$ cat src/rtl/mem_arbiter.sv
// Single-port RAM arbiter for fetch and MEM-stage requests.
// Ports: iREN/iaddr -> ihit/iload, dREN/dWEN/daddr/dstore -> dhit/dload,
//        ram* to the RAM, ramload/ram_ready from it, err sticky timeout.
module mem_arbiter #(
  parameter int          TIMEOUT = 64,
  parameter logic [31:0] ERRWORD = 32'hBAD1BAD1
) (
  input  logic        CLK,
  input  logic        RST,
  input  logic        iREN,
  input  logic [31:0] iaddr,
  output logic        ihit,
  output logic [31:0] iload,
  input  logic        dREN,
  input  logic        dWEN,
  input  logic [31:0] daddr,
  input  logic [31:0] dstore,
  output logic        dhit,
  output logic [31:0] dload,
  output logic        ramREN,
  output logic        ramWEN,
  output logic [31:0] ramaddr,
  output logic [31:0] ramstore,
  input  logic [31:0] ramload,
  input  logic        ram_ready,
  output logic        err
);

  localparam int CW = $clog2(TIMEOUT + 1);

  typedef enum logic [1:0] {
    IDLE,
    IBUS,
    DBUS,
    RESP
  } state_t;

  state_t state, nextState;

  logic          lastGrantD;
  logic          grantD;
  logic          opWrite;
  logic          errQ;
  logic [31:0]   addrQ;
  logic [31:0]   storeQ;
  logic [31:0]   loadQ;
  logic [CW-1:0] cnt;

  logic dReq;
  logic pickD;
  logic inBus;
  logic timeOut;

  assign dReq    = dREN | dWEN;
  // Data wins unless it won last time and fetch is waiting.
  assign pickD   = dReq & ~(lastGrantD & iREN);
  assign inBus   = (state == IBUS) | (state == DBUS);
  assign timeOut = (cnt == CW'(TIMEOUT));

  always_ff @(posedge CLK or posedge RST) begin
    if (RST) state <= IDLE;
    else     state <= nextState;
  end

  always_comb begin
    nextState = state;
    case (state)
      IDLE: begin
        if (pickD)     nextState = DBUS;
        else if (iREN) nextState = IBUS;
      end
      IBUS, DBUS: begin
        if (ram_ready | timeOut) nextState = RESP;
      end
      RESP:    nextState = IDLE;
      default: nextState = IDLE;
    endcase
  end

  always_ff @(posedge CLK or posedge RST) begin
    if (RST) begin
      lastGrantD <= 1'b0;
      grantD     <= 1'b0;
      opWrite    <= 1'b0;
      errQ       <= 1'b0;
      addrQ      <= '0;
      storeQ     <= '0;
      loadQ      <= '0;
      cnt        <= '0;
    end else begin
      case (state)
        IDLE: begin
          if (pickD | iREN) begin
            grantD     <= pickD;
            lastGrantD <= pickD;
            addrQ      <= pickD ? daddr : iaddr;
            storeQ     <= pickD ? dstore : '0;
            opWrite    <= pickD & dWEN;
            cnt        <= '0;
          end
        end
        IBUS, DBUS: begin
          if (ram_ready) begin
            loadQ <= ramload;
          end else if (timeOut) begin
            loadQ <= ERRWORD;
            errQ  <= 1'b1;
          end else begin
            cnt <= cnt + CW'(1);
          end
        end
        default: ;
      endcase
    end
  end

  // RAM side sees only latched values, and only while in a bus state.
  assign ramREN   = inBus & ~opWrite;
  assign ramWEN   = inBus & opWrite;
  assign ramaddr  = inBus ? addrQ : '0;
  assign ramstore = inBus ? storeQ : '0;

  // A withdrawn request simply gets no pulse; the access already happened.
  assign ihit  = (state == RESP) & ~grantD & iREN;
  assign dhit  = (state == RESP) & grantD & dReq;
  assign iload = ihit ? loadQ : '0;
  assign dload = dhit ? loadQ : '0;
  assign err   = errQ;

endmodule

$ cat config.mk
export PLATFORM = sky130hd
export DESIGN_NAME = mem_arbiter
export DESIGN_NICKNAME = d
export VERILOG_FILES = /design/src/rtl/mem_arbiter.sv
export SDC_FILE = /design/constraint.sdc
export NUM_CORES = 1
export LEC_CHECK = 0
export CAP_MARGIN = 20
export CORE_ASPECT_RATIO = 0.8
export CORE_MARGIN = 1.5
export CORE_UTILIZATION = 41
export DETAILED_ROUTE_END_ITERATION = 8
export HOLD_SLACK_MARGIN = 0.03
export PLACE_DENSITY = 0.82
export SETUP_SLACK_MARGIN = 0.15
export SYNTH_ARGS = -nofsm -noshare
export SYNTH_HDL_FRONTEND = slang
export SYNTH_SLANG_ARGS = --single-unit
$ cat constraint.sdc
create_clock -name CLK -period 3.5 [get_ports CLK]
set_input_delay 0.35 -clock CLK [delete_from_list [all_inputs] [get_ports CLK]]
set_output_delay 0.35 -clock CLK [all_outputs]
set_load 0.01 [all_outputs]
==> results of run 1 <==
==> area by class of cell <==
class | count | share of cell area [%]
clock inverter | 6 | 0.609
multi-input combinational | 346 | 28.9
sequential | 108 | 32.1
timing repair buffer | 275 | 32.7
tap | 175 | 2.60
inverter | 8 | 0.386
clock buffer | 10 | 2.72
==> path summary, 6_finish.rpt <==
path / startpoint / end / slack (ns)
worst max register to register: state[0]$_DFFE_PP0P_ / cnt[1]$_DFFE_PP0P_ / 1.50
min in group CLK: err$_DFFE_PP0P_ / err$_DFFE_PP0P_ / 0.47
worst max-delay path: iREN / iload[3] / 0.77
worst min-delay path: RST / loadQ[6]$_DFFE_PP0P_ / 0.47
max in group asynchronous: RST / addrQ[7]$_DFFE_PP0P_ / 2.28
worst min register to register: err$_DFFE_PP0P_ / err$_DFFE_PP0P_ / 0.47
==> cell usage in the layout, fill, tap and decap left out, drive strengths merged, types with 4 or more instances in the layout <==
cell type      count
nand2b             5
inv                8
a31oi              8
clkdlybuf4s50    266
o22a              18
buf                9
a22o              47
and2             130
dfrtp            108
ha                 5
clkinv             5
mux2i             35
nand2             37
o21ai             34
and3               4
clkbuf            10
nor2               5
==> Yosys cell counts (2+ instances only) <==
cell | instances | area share (%)
and2_1 | 130 | 15
o22a_2 | 8 | 1.5
o22a_1 | 10 | 1.6
mux2i_1 | 35 | 6.6
dfrtp_1 | 108 | 51
buf_2 | 14 | 1.3
nand2b_1 | 5 | 0.59
a31oi_1 | 8 | 0.94
nor2_1 | 5 | 0.35
nand3_1 | 3 | 0.28
a22o_1 | 47 | 7.7
ha_1 | 5 | 1.2
nand2_1 | 37 | 2.6
o21ai_0 | 33 | 3.1
and3_2 | 2 | 0.28
buf_6 | 2 | 0.42
inv_1 | 7 | 0.49
clkbuf_1 | 19 | 1.3
==> per-stage QoR <==
step	setup WS, ns	power, uW	cell area, um2	utilization (%)	instances
floorplan	0.304	4320	5350	-	499
global placement	0.860	5900	8140	63.7	912
detailed placement	0.746	6050	8140	63.7	912
CTS	0.746	7020	8420	65.9	928
global route	0.570	7450	8420	65.9	928
finish	0.769	6940	8420	65.9	928
==> layer usage <==
metal / GRT usage (%) / up-vias
met2: 39.0 / 200
met3: 5.33 / 25
met5: 0 / -
li1: - / 2213
met4: 6.59 / 0
met1: 25.7 / 2135
==> kinds of logic (layout without fill, tap and decap cells) <==
group,after synthesis,in the layout,synth area share (%)
buffers and inverters,45,299,4.14
adders and majority gates,5,5,1.17
and+or+nand+nor,189,189,20.5
muxes,36,36,6.76
AOI/OAI and AO/OA,116,116,16.9
DFF,108,108,50.5
==> flip-flops by register name, summed over array words and instances (netlist names) <==
register,cells
addrQ,32
cnt,7
err,1
grantD,1
loadQ,32
opWrite,1
state,2
storeQ,32
==> report_power, final <==
part | total (uW) | internal, uW | switching, uW
Combinational | 3840 | 2060 | 1780
Sequential | 2160 | 1810 | 344
Clock | 947 | 489 | 457
Total | 6940 | 4360 | 2580
==> results.cfg, run 1 <==
[status]
status = completed

[global_routing]
grt_pass1_wl_mm = 23.2
grt_antenna_before_repair = 0
grtUsageTotal_pct = 21.8
grt_max_degree = 82
grt_pass1_vias = 4558
overflow = 0

[routing]
drc = 0
wl_met2_mm = 7.37
dr.pass1.iters = 6
wl_met1_mm = 5.89
top_layer = met4
vias = 4573
via_per_inst = 4.93
first_iter_violations = 175
antenna_left = 0
wl_met3_um = 999
wl_mm = 14.6
wl_per_cell_um = 15.7

[clocking]
clkLatencyLatePin_ns = 0.34
cts_made_buffers = 9
cts_tree = yes
post_cts_buffers = 0
htreeDepth = 3
ctsRootBufferMaster = clkbuf_16
cts.path.max_buffers = 2
cts_resized = 0
clk_pin_slew_worst_paths_ns = 0.07
clkSinkCount = 108
postCtsHoldBufs = 0

[die]
io-pin-count = 267
coreArea_um2 = 12800
die_area_um2 = 13700
start_util_pct = 41.8
dieHeight_um = 105
fp.dieW_um = 131
fp-row-count = 37

[timing]
drv_slew = 0
fin_crit_ns = 2.73
period_share_pct = 78.0
skew_ns = 0.00697
worstMarginPinSlew_ns = 0.794
slew-limit-headroom_pct = 47.1
worst_hold_slack_ns = 0.472
max_freq_ghz = 0.366
setup_viol = 0
finalHoldViolCount = 0
rsz0062_at_grt = no
finalSetupTns_ns = 0

[synth]
yosys_warnings = 0
syn-instance-count = 499
synthArstFlopShare_pct = 100
synth_edf_count = 0
ys_seq_area_share_pct = 50.5
syn_avg_cell_area_um2 = 10.7
ys.flop_type = dfrtp_1
ys_ff_latch = 108
syn_area_um2 = 5350
synth_fp_nets = 638
synthDistinctLibCells = 39

[worst_setup_path]
slowest_delay_ns = 0.71
critical_path_class = input pin to primary output
crit_buf_inv = 2
required_ns = 3.15
r2r_cells = 6
crit_family = buffers and inverters
cpMostUsedCell = clkdlybuf4s50_1
cpMaxStageDelayCell = and3b_1
worst_ep_arrival_time_ns = 2.38
cp-end-kind = primary output
start_kind = input pin
crit_chain = clkdlybuf4s50_1 > and3b_1 > and2_1 > clkdlybuf4s50_1
cp_max_fo = 33
cp.depth = 4

[finish]
antennaDiodeCount = 0
nets = 887
multi_input_area_um2 = 2430
syn_to_final_growth_pct = 57.5
drive_gt1_share_pct = 6.24
regArea_um2 = 2700
nFillCells = 1004

[power]
p_leak_uw = 0.00364
power.density_nw_per_um2 = 824
irDropWorstVdd_mv = 0.385

[place]
dp_hpwl_mm = 11.3
place_congestion = 0.768
numPortBuffers = 266

[run]
drv_cap = 0

[hold_path]
hold_class = input pin to asynchronous set/reset pin
Power figures use the tool's default switching activity.
==> inputs of run 2 (changes only) <==
- CORE_UTILIZATION: 41 -> 37
- PLACE_DENSITY: 0.82 -> 0.78
- clock period: 3.5 -> 2.4 ns (I/O delays scaled with it)
==> run 2 against run 1 <==
- sequential cell count is the same
- critical endpoint is now ramaddr[1]
- register-to-register slack lost 1.1 ns
- via count up 0.87%
- critical path depth up 1
- critical path type is now flip-flop to primary output
==> results.cfg, run 2 (same netlist as run 1, synthesis figures left out) <==
[status]
status = completed

[timing]
rsz0062_at_grt = yes
max_freq_ghz = 0.436
slew-limit-headroom_pct = 58.0
worstMarginPinSlew_ns = 0.629
drv_slew = 0
setup_viol = 0
period_share_pct = 95.5
worst_hold_slack_ns = 0.374
skew_ns = 0.00456
fin_ws_ns = 0.107
finalHoldViolCount = 0
fin_crit_ns = 2.29
finalSetupTns_ns = 0

[die]
fp-row-count = 39
start_util_pct = 37.7
dieHeight_um = 111
die_area_um2 = 15200
io-pin-count = 267
coreArea_um2 = 14200
fp.dieW_um = 137

[worst_setup_path]
cp_max_fo = 29
cp-end-kind = primary output
critical_path_class = flip-flop to primary output
slowest_delay_ns = 0.54
crit_chain = inv_1 > ha_4 > buf_12 > and2_1 > clkdlybuf4s50_1
cpMaxStageDelayCell = clkdlybuf4s50_1
required_ns = 2.16
start_kind = flip-flop
worst_ep_arrival_time_ns = 2.05

[routing]
dr.pass1.iters = 4
first_iter_violations = 147
antenna_left = 0
wl_per_cell_um = 16.1
wl_mm = 15.2
drc = 0
via_per_inst = 4.87
vias = 4613

[clocking]
htreeDepth = 3
cts.path.max_buffers = 2
clk_pin_slew_worst_paths_ns = 0.07
cts_made_buffers = 9
ctsRootBufferMaster = clkbuf_16
clkSinkCount = 108
postCtsHoldBufs = 0
cts_tree = yes
clkLatencyLatePin_ns = 0.33

[finish]
antennaDiodeCount = 0
regArea_um2 = 2700
final_cell_mix = clkdlybuf4s50_1, and2_1, dfrtp_1
nFillCells = 1141
drive_gt1_share_pct = 8.13
final_common_cell = clkdlybuf4s50_1
reg_top3 = addrQ: 32 flops, loadQ: 32 flops, storeQ: 32 flops
final_util_pct = 61.1
nets = 897
multi_input_area_um2 = 2450
syn_to_final_growth_pct = 62.2

[power]
comb_power_share_pct = 56.2
net-switching-power_uw = 3890
switching_share_pct = 37.1
p_seq_share_pct = 30.1
total_power_uw = 10500
irDropWorstVdd_mv = 0.564
internal-power_uw = 6610
p_leak_uw = 0.00434
power.density_nw_per_um2 = 1210
pwr-share-clk_pct = 13.7

[global_routing]
overflow = 0
grt_pass1_vias = 4674
grt_max_degree = 109
grt_antenna_before_repair = 0
grtUsageTotal_pct = 20.0
grt_pass1_wl_mm = 23.7

[hold_path]
hold_class = input pin to asynchronous set/reset pin

[place]
numPortBuffers = 266
post-place-ws_ns = 0.166
place_congestion = 0.778
dp_hpwl_mm = 11.1

[run]
drv_cap = 0
-- run 2: worst max-delay path: cells and delay by family, from the launching register on --
family	cells	cell delay (ns)
buf+inv	3	0.81
fa+ha+maj	1	0.36
simple gates	1	0.17
flops	1	0.36
-- run 2: layer usage --
layer  routed length [um]  GRT usage [%]  vias up  share of wire [%]
li1                     -              -     2231                  -
met1                 5980           23.5     2162                 39
met2                 7790           35.7      197                 51
met3                 1170           5.33       23                7.7
met4                  270           5.19        0                1.8
met5                    0              0        -                  0
-- run 2: cell type report --
type / instances / area share [%]
Multi-Input combinational cell: 346 / 28.2
Clock buffer: 12 / 2.96
Tap cell: 184 / 2.66
Clock inverter: 4 / 0.361
Inverter: 8 / 0.390
Timing Repair Buffer: 285 / 34.3
Sequential cell: 108 / 31.2
-- run 2: power by group through the flow --
stage / Clock, uW / Combinational, uW / Sequential, uW
after CTS: 1490 / 5860 / 3160
after global routing: 1560 / 6440 / 3270
after global placement: 0 / 5650 / 3140
after detailed placement: 0 / 5790 / 3190
after floorplan: 0 / 3300 / 2990
final: 1440 / 5910 / 3160
-- run 2: metrics by stage --
step | area, um2 | cells
2_1_floorplan | 5350 | 499
3_3_place_gp | 8240 | 925
3_5_place_dp | 8240 | 925
4_1_cts | 8530 | 943
5_1_grt | 8670 | 947
6_report | 8670 | 947
-- run 2: final timing paths --
check,slack [ns],startpoint,depth (start not counted),end
hold / removal,0.37,RST,3,loadQ[2]$_DFFE_PP0P_
min in group CLK,0.47,addrQ[18]$_DFFE_PP0P_,2,addrQ[18]$_DFFE_PP0P_
setup reg to reg,0.37,state[1]$_DFFE_PP0P_,7,cnt[1]$_DFFE_PP0P_
max in group asynchronous,1.52,RST,3,storeQ[25]$_DFFE_PP0P_
setup / recovery,0.11,state[1]$_DFFE_PP0P_,5,ramaddr[1]
hold reg to reg,0.47,addrQ[18]$_DFFE_PP0P_,2,addrQ[18]$_DFFE_PP0P_
-- run 2: timing repair --
item | 4_1_cts | 5_1_grt
buffers inserted | 1 | 2
setup endpoints to repair | 129 | 99
resized for setup | 48 | 29
cloned | 1 | 2
pin swaps | 1 | 1
